<file path="src/rtl/plic_cfg_sequencer_if.sv">
// AXI4 write-only channel bundle (AW/W/B) used by the PLIC configuration sequencer.
// 32-bit address and data, 2-bit ID.
interface plic_cfg_sequencer_if;
  logic [1:0]  awid;
  logic [31:0] awaddr;
  logic [7:0]  awlen;
  logic [2:0]  awsize;
  logic [1:0]  awburst;
  logic        awvalid;
  logic        awready;
  logic [31:0] wdata;
  logic [3:0]  wstrb;
  logic        wlast;
  logic        wvalid;
  logic        wready;
  logic [1:0]  bid;
  logic [1:0]  bresp;
  logic        bvalid;
  logic        bready;

  modport master (
    output awid, awaddr, awlen, awsize, awburst, awvalid,
    input  awready,
    output wdata, wstrb, wlast, wvalid,
    input  wready,
    input  bid, bresp, bvalid,
    output bready
  );

  modport slave (
    input  awid, awaddr, awlen, awsize, awburst, awvalid,
    output awready,
    input  wdata, wstrb, wlast, wvalid,
    output wready,
    output bid, bresp, bvalid,
    input  bready
  );
endinterface

</file>
<file path="src/rtl/plic_cfg_sequencer.sv">
// Programs PLIC source priorities, context-0 enables and threshold with a
// sequence of single-beat AXI4 writes, one outstanding at a time.
module plic_cfg_sequencer #(
  parameter int unsigned NUM_SRC   = 31,
  parameter logic [31:0] PLIC_BASE = 32'h0
) (
  input  logic                   clk_i,
  input  logic                   rst_i,
  input  logic                   start_i,
  input  logic [3*NUM_SRC-1:0]   prio_i,
  input  logic [31:0]            enable_i,
  input  logic [2:0]             threshold_i,
  output logic                   busy_o,
  output logic                   done_o,
  output logic                   err_o,
  plic_cfg_sequencer_if.master   m_axi
);

  localparam int unsigned IDX_W  = $clog2(NUM_SRC + 2);
  localparam int unsigned PRIO_W = 3 * NUM_SRC;
  localparam logic [IDX_W-1:0] LAST_IDX = IDX_W'(NUM_SRC + 1);
  localparam logic [IDX_W-1:0] EN_IDX   = IDX_W'(NUM_SRC);

  typedef enum logic [1:0] {IDLE, ISSUE, BRESP, DONE} state_e;

  // Address of write number idx: priorities, then enable word, then threshold.
  function automatic logic [31:0] wr_addr(input logic [IDX_W-1:0] idx);
    if (32'(idx) < NUM_SRC)  return PLIC_BASE + (32'(idx) << 2) + 32'd4;
    else if (idx == EN_IDX)  return PLIC_BASE + 32'h0000_2000;
    else                     return PLIC_BASE + 32'h0020_0000;
  endfunction

  function automatic logic [31:0] wr_data(input logic [IDX_W-1:0] idx,
                                          input logic [PRIO_W-1:0] prio,
                                          input logic [31:0] en,
                                          input logic [2:0] thr);
    if (32'(idx) < NUM_SRC)  return {29'b0, prio[3*int'(idx) +: 3]};
    else if (idx == EN_IDX)  return en & 32'hFFFF_FFFE;  // source 0 is reserved
    else                     return {29'b0, thr};
  endfunction

  state_e             state_q;
  logic [IDX_W-1:0]   idx_q;
  logic [IDX_W-1:0]   idx_d;
  logic [PRIO_W-1:0]  prio_q;
  logic [31:0]        en_q;
  logic [2:0]         thr_q;
  logic [31:0]        awaddr_q;
  logic [31:0]        wdata_q;
  logic               awvalid_q;
  logic               wvalid_q;
  logic               bready_q;
  logic               busy_q;
  logic               done_q;
  logic               err_q;
  logic               aw_done;
  logic               w_done;
  logic               unused_bid;

  assign idx_d   = idx_q + IDX_W'(1);
  assign aw_done = !awvalid_q || m_axi.awready;
  assign w_done  = !wvalid_q  || m_axi.wready;

  always_ff @(posedge clk_i or posedge rst_i) begin
    if (rst_i) begin
      state_q   <= IDLE;
      idx_q     <= '0;
      prio_q    <= '0;
      en_q      <= '0;
      thr_q     <= '0;
      awaddr_q  <= '0;
      wdata_q   <= '0;
      awvalid_q <= 1'b0;
      wvalid_q  <= 1'b0;
      bready_q  <= 1'b0;
      busy_q    <= 1'b0;
      done_q    <= 1'b0;
      err_q     <= 1'b0;
    end else begin
      done_q <= 1'b0;
      case (state_q)
        IDLE: begin
          if (start_i) begin
            prio_q    <= prio_i;
            en_q      <= enable_i;
            thr_q     <= threshold_i;
            err_q     <= 1'b0;
            idx_q     <= '0;
            awaddr_q  <= wr_addr('0);
            wdata_q   <= wr_data('0, prio_i, enable_i, threshold_i);
            awvalid_q <= 1'b1;
            wvalid_q  <= 1'b1;
            busy_q    <= 1'b1;
            state_q   <= ISSUE;
          end
        end
        ISSUE: begin
          // AW and W retire independently; move on once both have been accepted.
          if (m_axi.awready) awvalid_q <= 1'b0;
          if (m_axi.wready)  wvalid_q  <= 1'b0;
          if (aw_done && w_done) begin
            bready_q <= 1'b1;
            state_q  <= BRESP;
          end
        end
        BRESP: begin
          if (m_axi.bvalid) begin
            bready_q <= 1'b0;
            if (m_axi.bresp != 2'b00 || idx_q == LAST_IDX) begin
              err_q   <= err_q | (m_axi.bresp != 2'b00);
              busy_q  <= 1'b0;
              done_q  <= 1'b1;
              state_q <= DONE;
            end else begin
              idx_q     <= idx_d;
              awaddr_q  <= wr_addr(idx_d);
              wdata_q   <= wr_data(idx_d, prio_q, en_q, thr_q);
              awvalid_q <= 1'b1;
              wvalid_q  <= 1'b1;
              state_q   <= ISSUE;
            end
          end
        end
        DONE:    state_q <= IDLE;
        default: state_q <= IDLE;
      endcase
    end
  end

  assign unused_bid = ^m_axi.bid;

  assign m_axi.awid    = 2'b00;
  assign m_axi.awaddr  = awaddr_q;
  assign m_axi.awlen   = 8'd0;
  assign m_axi.awsize  = 3'b010;
  assign m_axi.awburst = 2'b01;
  assign m_axi.awvalid = awvalid_q;
  assign m_axi.wdata   = wdata_q;
  assign m_axi.wstrb   = 4'hF;
  assign m_axi.wlast   = 1'b1;
  assign m_axi.wvalid  = wvalid_q;
  assign m_axi.bready  = bready_q;

  assign busy_o = busy_q;
  assign done_o = done_q;
  assign err_o  = err_q;

endmodule

</file>
<file path="src/flat_wrapper.sv">
// flat-port wrapper written by rule: the top's interface ports become plain ports
module plic_cfg_sequencer_flat 
#(
  parameter int unsigned NUM_SRC   = 31,
  parameter logic [31:0] PLIC_BASE = 32'h0
)
  (clk_i, rst_i, start_i, prio_i, enable_i, threshold_i, busy_o, done_o, err_o, m_axi_awid, m_axi_awaddr, m_axi_awlen, m_axi_awsize, m_axi_awburst, m_axi_awvalid, m_axi_awready, m_axi_wdata, m_axi_wstrb, m_axi_wlast, m_axi_wvalid, m_axi_wready, m_axi_bid, m_axi_bresp, m_axi_bvalid, m_axi_bready);
  plic_cfg_sequencer_if m_axi_i ();
  input  logic clk_i;
  input  logic rst_i;
  input  logic start_i;
  input  logic [3*NUM_SRC-1:0] prio_i;
  input  logic [31:0] enable_i;
  input  logic [2:0] threshold_i;
  output logic busy_o;
  output logic done_o;
  output logic err_o;
  output wire logic [$bits(m_axi_i.awid)-1:0] m_axi_awid;
  output wire logic [$bits(m_axi_i.awaddr)-1:0] m_axi_awaddr;
  output wire logic [$bits(m_axi_i.awlen)-1:0] m_axi_awlen;
  output wire logic [$bits(m_axi_i.awsize)-1:0] m_axi_awsize;
  output wire logic [$bits(m_axi_i.awburst)-1:0] m_axi_awburst;
  output wire logic [$bits(m_axi_i.awvalid)-1:0] m_axi_awvalid;
  input wire logic [$bits(m_axi_i.awready)-1:0] m_axi_awready;
  output wire logic [$bits(m_axi_i.wdata)-1:0] m_axi_wdata;
  output wire logic [$bits(m_axi_i.wstrb)-1:0] m_axi_wstrb;
  output wire logic [$bits(m_axi_i.wlast)-1:0] m_axi_wlast;
  output wire logic [$bits(m_axi_i.wvalid)-1:0] m_axi_wvalid;
  input wire logic [$bits(m_axi_i.wready)-1:0] m_axi_wready;
  input wire logic [$bits(m_axi_i.bid)-1:0] m_axi_bid;
  input wire logic [$bits(m_axi_i.bresp)-1:0] m_axi_bresp;
  input wire logic [$bits(m_axi_i.bvalid)-1:0] m_axi_bvalid;
  output wire logic [$bits(m_axi_i.bready)-1:0] m_axi_bready;
  assign m_axi_awid = m_axi_i.awid;
  assign m_axi_awaddr = m_axi_i.awaddr;
  assign m_axi_awlen = m_axi_i.awlen;
  assign m_axi_awsize = m_axi_i.awsize;
  assign m_axi_awburst = m_axi_i.awburst;
  assign m_axi_awvalid = m_axi_i.awvalid;
  assign m_axi_i.awready = m_axi_awready;
  assign m_axi_wdata = m_axi_i.wdata;
  assign m_axi_wstrb = m_axi_i.wstrb;
  assign m_axi_wlast = m_axi_i.wlast;
  assign m_axi_wvalid = m_axi_i.wvalid;
  assign m_axi_i.wready = m_axi_wready;
  assign m_axi_i.bid = m_axi_bid;
  assign m_axi_i.bresp = m_axi_bresp;
  assign m_axi_i.bvalid = m_axi_bvalid;
  assign m_axi_bready = m_axi_i.bready;
  plic_cfg_sequencer #(.NUM_SRC(NUM_SRC), .PLIC_BASE(PLIC_BASE)) u_core (.clk_i(clk_i), .rst_i(rst_i), .start_i(start_i), .prio_i(prio_i), .enable_i(enable_i), .threshold_i(threshold_i), .busy_o(busy_o), .done_o(done_o), .err_o(err_o), .m_axi(m_axi_i));
endmodule
</file>
<file path="config.mk">
export PLATFORM = sky130hd
export DESIGN_NAME = plic_cfg_sequencer_flat
export DESIGN_NICKNAME = d
export VERILOG_FILES = /design/src/rtl/plic_cfg_sequencer_if.sv /design/src/rtl/plic_cfg_sequencer.sv /design/src/flat_wrapper.sv
export SDC_FILE = /design/constraint.sdc
export NUM_CORES = 1
export LEC_CHECK = 0
export ABC_AREA = 1
export BUFFER_PORTS_ARGS = -buffer_cell sky130_fd_sc_hd__buf_2
export CORE_ASPECT_RATIO = 1.75
export CORE_MARGIN = 5
export CORE_UTILIZATION = 42
export DETAILED_ROUTE_END_ITERATION = 6
export PLACE_DENSITY = 0.66
export SKIP_LAST_GASP = 1
export SLEW_MARGIN = 20
export SYNTH_ARGS = -nofsm -noshare
export SYNTH_HDL_FRONTEND = slang
export SYNTH_SLANG_ARGS = --single-unit
</file>
<file path="constraint.sdc">
create_clock -name clk_i -period 7.62 [get_ports clk_i]
set_clock_uncertainty 0.2 [all_clocks]
set_input_delay 0 -clock clk_i [delete_from_list [all_inputs] [get_ports clk_i]]
set_output_delay 0 -clock clk_i [all_outputs]
set_load 0.01 [all_outputs]
</file>
==> run metrics, run 1 <==
outcome=completed; Die Height=between 150 and 200 um; Most used DFF post-synth=dfrtp_1; Period Utilization, post-route=a little under three fifths; setup violators final=0; Total Power=between 3 and 4 mW; Int Pwr=about 2.3 mW; CP Class=reg2reg; synthesized flop and latch total=182; Nets=about 1500; total wire length=24530 um; XOR/XNOR share of the synthesized area=less than 1%; TritonCTS buffer count=17; Synth Instances=1066; total grt overflow=0; Synth async-reset ratio=100.0%; Area Growth Syn to Fin=35.50%; max-slew violation count=0; Synth Cell Area=0.008657 mm2; clk_lat worst skew=about 430 ps; Peak supply drop=around 0.00016 V; # fillers=~1800; core area=0.02029 mm2; clock share of power=between 20% and 30%; Sequential Area=roughly 0.0046 mm2; Post-Synth Adder-Cell Area=less than 1%; Gate power share=a little under two fifths; RSZ-0062 raised after global routing=false; die footprint=0.02370 mm2; pin count of the biggest net entering global routing=between 100 and 150; Final Hold Viols=0; share of cells above drive strength 1=18.83%; Yosys cell types=33; Setup Fix Bufs, Post-CTS=0; crit path max fanout=between 50 and 60; mux share of post-synthesis cell area=0%; worst r2r src=u_core.idx_q[0]$_DFFE_PP0P_; FF-to-FF path depth=12; EDFF count, synth=0; Slew HR=approximately a third; GPL Wtd Cong=0.8612; R2R Setup Slk=roughly 3300 ps; Sw Share=38.51%; most common cell in the synthesized netlist=nand2_1; global-route wire length before repair=40170 um; CP arrival=approximately 4400 ps; Slew @ Worst Pin=approximately 980 ps; ANT nets after route=0; I/O Pins=approximately 230; most frequent cells after synthesis=369 x nand2_1, 182 x dfrtp_1, 126 x o21ai_0, 115 x inv_1, 73 x nand3_1; post-synthesis sequential area ratio=52.61%; gr usage total=a little over a fifth; Worst Setup SP=u_core.idx_q[0]$_DFFE_PP0P_; Multi-input gate area=0.003201 mm2; input/output buffers=approximately 180; cell taking the most area after synthesis=dfrtp_1; routed length per placed instance=14.91 um; HPWL after DPL=about 16000 um; max-cap viol count=0; Area contributors post-synth=dfrtp_1 53%, nand2_1 16%, o21ai_0 7.3%, inv_1 5.0%, nand3_1 4.2%; Setup crit end=u_core.m_axi.wdata[2]$_DFFE_PP0P_; Hold Path Class=in2reg; Max Fclk=0.2324 GHz; required time worst endpoint=~7700 ps; initial antenna violation count=1; DR vias/cell=roughly 4.8; TritonCTS clock tree=built; TNS Setup=0 ps; htree depth=4; RR Endpoint=u_core.m_axi.wdata[2]$_DFFE_PP0P_; Worst-path clk slew=70 ps; combinational family with the most area after synthesis=simple AND/OR/NAND/NOR gates; vias=between 7000 and 8000; Starting Density=42.67%; Num Clock Sinks=182; CP Capture Type=flip-flop; post-synth top area share=approximately 53%; Die X=118.5 um; sequential share of power=between 30% and 40%; Synth Area in Compound Gates=about a tenth; synth warn=0; Pre-antenna DRT Iters=5; post-synthesis simple-gate area fraction=24.14%; clock tree buffer depth=2; P_sw=about 1.4 mW; synthesized area per cell=between 8 and 9 um2; Final Critical Period=~4300 ps; vias in the first global route=slightly above 8000; crit start category=flip-flop; row cnt=a little under 70; leakage=roughly 6.0 nW; Iter 0 DRT Violations=roughly 420; CTS root buf=clkbuf_16; Cell Pwr Density=317.8 mW/mm2; DRC Markers=0
-- cell usage in the layout (no fill, tap or decap), types with 2 or more instances in the layout --
| cell type | netlist | final |
|---|---|---|
| nor2_4 | 4 | 4 |
| buf_4 | 43 | 4 |
| ha_1 | 3 | 3 |
| o21ai_0 | 126 | 126 |
| clkbuf_8 | 0 | 2 |
| clkinv_4 | 0 | 6 |
| nand4_1 | 3 | 3 |
| inv_2 | 6 | 6 |
| clkinv_2 | 0 | 2 |
| o21ai_1 | 4 | 4 |
| clkbuf_16 | 0 | 17 |
| nor2_1 | 34 | 34 |
| nor2_8 | 2 | 2 |
| nand2_1 | 369 | 369 |
| nand2_2 | 5 | 5 |
| a21oi_1 | 5 | 5 |
| dfrtp_1 | 182 | 181 |
| buf_2 | 23 | 181 |
| nand2_4 | 2 | 2 |
| o21ai_2 | 19 | 19 |
| clkinvlp_4 | 0 | 2 |
| o22ai_1 | 4 | 4 |
| dlygate4sd3_1 | 0 | 167 |
| nor3_1 | 3 | 3 |
| conb_1 | 2 | 43 |
| clkinv_1 | 2 | 2 |
| inv_6 | 0 | 2 |
| nand3_1 | 73 | 73 |
| inv_1 | 115 | 114 |
-- worst min-delay path by stage --
stage,startpoint,cells past startpoint,slack [ps],endpoint
5_1_grt,prio_i[43],4,100,u_core.prio_q[43]$_DFFE_PP0P_
2_1_floorplan,prio_i[30],2,-80,u_core.prio_q[30]$_DFFE_PP0P_
3_5_place_dp,prio_i[6],3,3,u_core.prio_q[6]$_DFFE_PP0P_
6_report,prio_i[43],4,100,u_core.prio_q[43]$_DFFE_PP0P_
4_1_cts,prio_i[6],4,80,u_core.prio_q[6]$_DFFE_PP0P_
3_3_place_gp,prio_i[56],3,4,u_core.prio_q[56]$_DFFE_PP0P_
-- final cells by class --
type	count	share of cell area, %
Sequential cell	182	38.84
Multi-Input combinational cell	707	27.29
Timing Repair Buffer	352	22.23
Inverter	124	4.053
Clock buffer	19	3.861
Tap cell	248	2.645
Clock inverter	13	1.067
Antenna cell	1	0.02133
-- power groups by stage --
stage | combinational [mW] | sequential (mW) | clock, mW
finish | 1.38 | 1.49 | 0.856
global route | 1.59 | 1.52 | 0.922
CTS | 1.39 | 1.48 | 0.879
detailed placement | 1.26 | 1.50 | 0
global placement | 1.24 | 1.49 | 0
floorplan | 0.972 | 1.45 | 0
-- cells by family after synthesis --
logic type	count (synthesis)
XOR/XNOR	1
other	2
flip-flops	182
buffers and inverters	218
AND/OR/NAND/NOR	500
AO/OA/AOI/OAI	160
adder cells (fa/ha/maj)	3
-- critical path: stages, from the launching register on --
cell      delay [ps]
dfrtp_2         1000
clkinv_1         160
buf_4            300
ha_1             710
clkinv_1         770
nand3_1          330
nand3_1          110
nand3_1           90
nand3_1          110
nand3_1          180
nand2_1           70
nand2_1           60
nand2_1           50
-- stage by stage --
step / cells / utilization [%] / instance area, um2 / hold slack, ps / setup WS [ps]
after floorplan: 1107 / - / 8811 / -83.40 / 2476
after global placement: 1446 / 46.70 / 9475 / 3.584 / 3490
after detailed placement: 1446 / 46.70 / 9475 / 3.234 / 3414
after CTS: 1645 / 57.79 / 11730 / 82.28 / 3369
after global routing: 1646 / 57.82 / 11730 / 105.0 / 2968
final: 1646 / 57.82 / 11730 / 96.53 / 3318
-- sequential cells by signal (all words and copies together) (netlist names) --
| signal | cells |
|---|---|
| u_core.idx_q | 6 |
| u_core.thr_q | 3 |
| u_core.m_axi.bready | 1 |
| u_core.en_q | 31 |
| u_core.m_axi.awvalid | 1 |
| u_core.done_o | 1 |
| u_core.busy_o | 1 |
| u_core.err_o | 1 |
| u_core.m_axi.wvalid | 1 |
| u_core.state_q | 2 |
| u_core.prio_q | 93 |
| u_core.m_axi.wdata | 32 |
| u_core.m_axi.awaddr | 9 |
-- repair_timing --
action / in CTS / in global routing
endpoints found under the hold margin: 249 / 0
setup endpoints to repair: 0 / 0
hold buffers: 167 / 0
gates resized for setup: 0 / 0
-- routing by layer --
metal | GRT usage (%) | vias to the layer above | wire length, um
li1 | - | 3850 | -
met1 | 22.99 | 3677 | 9087
met2 | 38.65 | 253 | 13240
met3 | 3.440 | 80 | 1048
met4 | 10.84 | 0 | 1161
met5 | 0 | - | 0
Note: power is estimated with default switching activity, not from simulation.
==> inputs of run 2 (changes only) <==
clock period = 4.4 ns   (was 7.62 ns; I/O delays follow)
==> run 2 against run 1 <==
First-iteration DRC count up 27%. Register-to-register slack worse by 2100 ps. Die area is the same. Clock power is 75% higher. Cell area is 2.4% lower. Flip-flop and latch count unchanged. Critical path type unchanged.
==> run metrics, run 2 (synthesis gave the netlist of run 1 again) <==
post-CTS sizing=0 (unchanged); htree depth=4 (unchanged); max-slew violation count=0 (unchanged); Final Cell Area=0.01145 mm2 (-2.4%); TNS Setup=0 ps (unchanged); vias=7667 (-2.5%); clock tree buffer depth=2 (unchanged); die footprint=0.02370 mm2 (unchanged); Total Power=6.373 mW (+71%); outcome=completed; Final Critical Period=3184 ps (-1119 ps); Area Growth Syn to Fin=32.29%; Iter 0 DRT Violations=527 (+27%); input/output buffers=181 (unchanged); GPL Wtd Cong=0.8426 (-2.2%); total wire length=24350 um (-0.73%); PnR worst setup slack=1216 ps (-2101 ps); Place WS=1273 ps (-2141 ps); Die X=118.5 um (unchanged); Slew @ Worst Pin=934.6 ps (-45.13 ps); CP Capture Type=flip-flop; row cnt=69 (unchanged); met2 routed WL=13120 um (-0.92%); TritonCTS buffer count=17 (unchanged); crit start category=flip-flop; Nets=1497 (-1.8%); ANT nets after route=0 (unchanged); I/O Pins=228 (unchanged); CP Class=reg2reg; Die Height=199.9 um (unchanged); pin count of the biggest net entering global routing=226 (+97%); Pre-antenna DRT Iters=6 (+1); DRC Markers=0 (unchanged); Hold Path Class=in2reg; Area after DPL=0.009522 mm2 (+0.49%); Period Utilization, post-route=72.36% (+16 points); Largest register FFs=93 (unchanged); max-cap viol count=0 (unchanged); leakage=5.913 nW (-1.4%); global-route wire length before repair=39240 um (-2.3%); Worst-path clk slew=70 ps (about the same); TritonCTS clock tree=built; CTS root buf=clkbuf_16; initial antenna violation count=1 (unchanged); most common cell after layout, fill and taps aside=nand2_1; gr usage total=20.62% (-0.32 points); Cell Pwr Density=556.5 mW/mm2 (+75%); share of cells above drive strength 1=19.07% (+0.24 points); routed length per placed instance=15.05 um (+0.98%); Final Hold Viols=0 (unchanged); clk_lat worst skew=440 ps (about the same); WL met1=9190 um (+1.1%); Top Metal Used=met4; Num Clock Sinks=182 (unchanged); total grt overflow=0 (unchanged); met3 routed WL=1101 um (+5.1%); Peak supply drop=0.0003753 V (+140%); Slew HR=37.56% (+2.9 points); setup violators final=0 (unchanged); vias in the first global route=7839 (-4.5%); RSZ-0062 raised after global routing=false; Top reg by flops=u_core.prio_q; commonest cells after routing, fill and taps aside=369 x nand2_1, 181 x buf_2, 181 x dfrtp_1; required time worst endpoint=4510 ps (-3230 ps); crit path max fanout=26 (-56%); Max Fclk=0.3141 GHz (+35%); Starting Density=42.67% (unchanged); CP arrival=3300 ps (-1120 ps); HPWL after DPL=15810 um (-1.3%); core area=0.02029 mm2 (unchanged); DR vias/cell=4.739 (-0.77%)
run 2: cell count changes in the layout (fill, tap and decap cells not counted), sizes merged:
cell and delta:
inv -1, clkbuf +3, dlygate4sd3 -31, clkinvlp +5, clkinv -8, buf +3, bufinv +1
run 2: timing repair:
| action | CTS | global route |
|---|---|---|
| hold buffers | 136 | 0 |
| buffers inserted | 0 | 0 |
| hold endpoints to repair | 177 | 0 |
| endpoints found under the setup margin | 0 | 0 |
run 2: critical path: stages (launching register included):
cell	delay, ps
dfrtp_1	420
inv_1	80
ha_1	670
clkinv_1	770
nand3_1	290
nand3_1	120
nand3_1	120
nand3_1	120
nand3_1	130
nand2_1	60
nand2_1	60
nand2_1	50
run 2: layer usage:
| layer | GRT usage, % | vias up |
|---|---|---|
| met3 | 3.242 | 56 |
| met2 | 38.23 | 256 |
| met5 | 0 | - |
| met1 | 22.87 | 3553 |
| met4 | 10.05 | 0 |
| li1 | - | 3802 |
run 2: path summary, 6_finish.rpt:
check	slack, ps	startpoint	cells after the start	end
setup / recovery	1220	u_core.idx_q[1]$_DFFE_PP0P_	11	u_core.m_axi.wdata[0]$_DFFE_PP0P_
hold / removal	100	prio_i[42]	4	u_core.prio_q[42]$_DFFE_PP0P_
hold reg to reg	270	u_core.m_axi.awaddr[13]$_DFFE_PP0P_	2	u_core.m_axi.awaddr[13]$_DFFE_PP0P_
setup reg to reg	1220	u_core.idx_q[1]$_DFFE_PP0P_	11	u_core.m_axi.wdata[0]$_DFFE_PP0P_
max in group asynchronous	2770	rst_i	4	u_core.idx_q[0]$_DFFE_PP0P_
min in group asynchronous	120	rst_i	3	u_core.en_q[3]$_DFFE_PP0P_
run 2: power by group:
group	switching (mW)	internal (mW)
Combinational	1.57	0.786
Sequential	0.219	2.30
Clock	0.659	0.841
Total	2.45	3.93
run 2: area by class of cell:
type,instances,area [um2]
antenna,1,2.502
clock buffer,22,444.2
clock inverter,10,122.6
fill,1847,8836
inverter,124,471.7
multi-input combinational,707,3201
sequential,182,4556
tap,248,310.3
timing repair buffer,324,2345
run 2: stage by stage:
| step | utilization, % | instances | hold WS [ps] |
|---|---|---|---|
| detailed placement | 46.93 | 1449 | 3.006 |
| CTS | 56.44 | 1617 | 84.99 |
| global placement | 46.93 | 1449 | 2.947 |
| global route | 56.45 | 1618 | 106.1 |
| finish | 56.45 | 1618 | 104.1 |
| floorplan | - | 1107 | -83.40 |
==> inputs of run 3 (changes only) <==
PLACE_DENSITY = 0.68   (was 0.66)
clock period = 2.8 ns   (was 4.4 ns; I/O delays follow)
==> run 3 against run 2 <==
Power is 59% higher. Non-clock buffer count is 11 higher. Critical path depth stayed put.
==> run metrics, run 3 (synthesis gave the netlist of run 1 again) <==
Iter 0 DRT Violations=560 (+6.3%); Hold Path Class=in2async; leakage=6.012 nW (+1.7%); P_sw=3.921 mW (+60%); TNS Setup=0 ps (unchanged); core area=0.02029 mm2 (unchanged); Largest register FFs=93 (unchanged); outcome=completed; ANT nets after route=0 (unchanged); global-route wire length before repair=39540 um (+0.76%); Area Growth Syn to Fin=33.94%; sequential share of power=39.1% (-0.4 points); Cell Pwr Density=873.1 mW/mm2 (+57%); Sw Share=38.73% (+0.34 points); crit path max fanout=3 (-88%); CP arrival=2750 ps (-550 ps); most common cell after layout, fill and taps aside=nand2_1; Slew HR=43.49% (+5.9 points); CP Capture Type=flip-flop; commonest cells after routing, fill and taps aside=369 x nand2_1, 181 x buf_2, 181 x dfrtp_1; vias=7702 (+0.46%); Final Hold Viols=0 (unchanged); vias in the first global route=8005 (+2.1%); I/O Pins=228 (unchanged); TritonCTS clock tree=built; routed length per placed instance=14.92 um (-0.88%); Die X=118.5 um (unchanged); Period Utilization, post-route=93.92%; # fillers=1809 (-2.1%); Max Fclk=approximately 0.38 GHz; max-cap viol count=0 (unchanged); clk_lat worst skew=430 ps (about the same); crit start category=primary input; die footprint=0.02370 mm2 (unchanged); Starting Density=42.67% (unchanged); RSZ-0062 raised after global routing=false; clock share of power=23.2% (-0.3 points); initial antenna violation count=0 (-1); Slew @ Worst Pin=845.9 ps (-88.68 ps); input/output buffers=181 (unchanged); Gate power share=37.7% (+0.7 points); htree depth=4 (unchanged); Antenna diodes=0 (-1); DR vias/cell=4.734 (about the same); setup violators final=0 (unchanged); row cnt=69 (unchanged); Nets=1508 (+0.73%); Peak supply drop=0.0004071 V (+8.5%); HPWL after DPL=16340 um (+3.3%); share of cells above drive strength 1=20.09% (+1.0 points); required time worst endpoint=2920 ps (-1590 ps); Sequential Area=0.004556 mm2 (unchanged); Die Height=199.9 um (unchanged); CP Class=in2reg; Worst-path clk slew=70 ps (about the same); max-slew violation count=0 (unchanged); TritonCTS buffer count=17 (unchanged); Pre-antenna DRT Iters=5 (-1); GPL Wtd Cong=0.8868 (+5.2%); Int Pwr=6.203 mW (+58%); Final Critical Period=~2600 ps; gr usage total=20.73% (+0.10 points); Top reg by flops=u_core.prio_q; DRC Markers=0 (unchanged); pin count of the biggest net entering global routing=226 (unchanged); Hold WS=102.7 ps (-1.460 ps); total grt overflow=0 (unchanged); clock tree buffer depth=2 (unchanged); Multi-input gate area=0.003206 mm2 (+0.16%); CTS root buf=clkbuf_16; total wire length=24270 um (-0.33%); Num Clock Sinks=182 (unchanged)
-- run 3: path summary, 6_finish.rpt --
kind	start	end	slack, ps	cells after the start
min in group clk_i	prio_i[43]	u_core.prio_q[43]$_DFFE_PP0P_	100	4
setup reg to reg	u_core.idx_q[0]$_DFFE_PP0P_	u_core.m_axi.wdata[21]$_DFFE_PP0P_	400	9
hold reg to reg	u_core.m_axi.awaddr[13]$_DFFE_PP0P_	u_core.m_axi.awaddr[13]$_DFFE_PP0P_	270	2
setup / recovery	m_axi_bresp[0]	u_core.m_axi.wvalid$_DFFE_PP0P_	170	11
max in group asynchronous	rst_i	u_core.prio_q[6]$_DFFE_PP0P_	1600	4
hold / removal	rst_i	u_core.prio_q[19]$_DFFE_PP0P_	100	3
-- run 3: worst max-delay path: stages --
cell and delay [ps]:
dlygate4sd3_1 530, buf_2 110, or2_1 200, dlygate4sd3_1 640
a31oi_4 240, nor2_4 80, nor3_2 140, o21ai_0 120
dlygate4sd3_1 580, nand2_1 60, nand2_1 40
-- run 3: layout make-up --
| class | instances | area share (%) |
|---|---|---|
| flip-flops and latches | 182 | 39.29 |
| clock buffers | 19 | 3.906 |
| inverters | 124 | 4.068 |
| well taps | 248 | 2.676 |
| repair buffers | 335 | 21.37 |
| clock inverters | 12 | 1.047 |
| multi-input cells | 707 | 27.65 |
-- run 3: repair_timing --
| item | CTS | global route |
|---|---|---|
| setup buffers | 0 | 1 |
| endpoints found under the hold margin | 167 | 0 |
| hold buffers | 136 | 0 |
| endpoints found under the setup margin | 0 | 2 |
| gates resized for setup | 0 | 1 |
-- run 3: layer usage --
layer | vias up | global-route usage [%] | share of wire [%]
li1 | 3815 | - | -
met1 | 3576 | 22.63 | 37
met2 | 242 | 38.54 | 54
met3 | 69 | 3.411 | 4.4
met4 | 0 | 10.42 | 4.6
met5 | - | 0 | 0
-- run 3: power groups by stage --
stage | logic [mW] | clock network (mW) | registers, mW
after floorplan | 2.65 | 0 | 3.96
after global placement | 3.58 | 0 | 3.96
after detailed placement | 3.66 | 0 | 4.01
after CTS | 3.86 | 2.40 | 3.96
after global routing | 4.40 | 2.47 | 4.05
final | 3.81 | 2.35 | 3.96
-- run 3: through the flow --
stage | instance area [um2] | util [%] | worst slack [ps] | power, mW | instances
global route | 11590 | 57.15 | 87.59 | 10.91 | 1627
floorplan | 8815 | - | 263.4 | 6.605 | 1107
finish | 11590 | 57.15 | 170.2 | 10.12 | 1627
global placement | 9647 | 47.55 | 481.2 | 7.539 | 1459
CTS | 11580 | 57.09 | 78.06 | 10.21 | 1626
detailed placement | 9647 | 47.55 | 420.2 | 7.663 | 1459
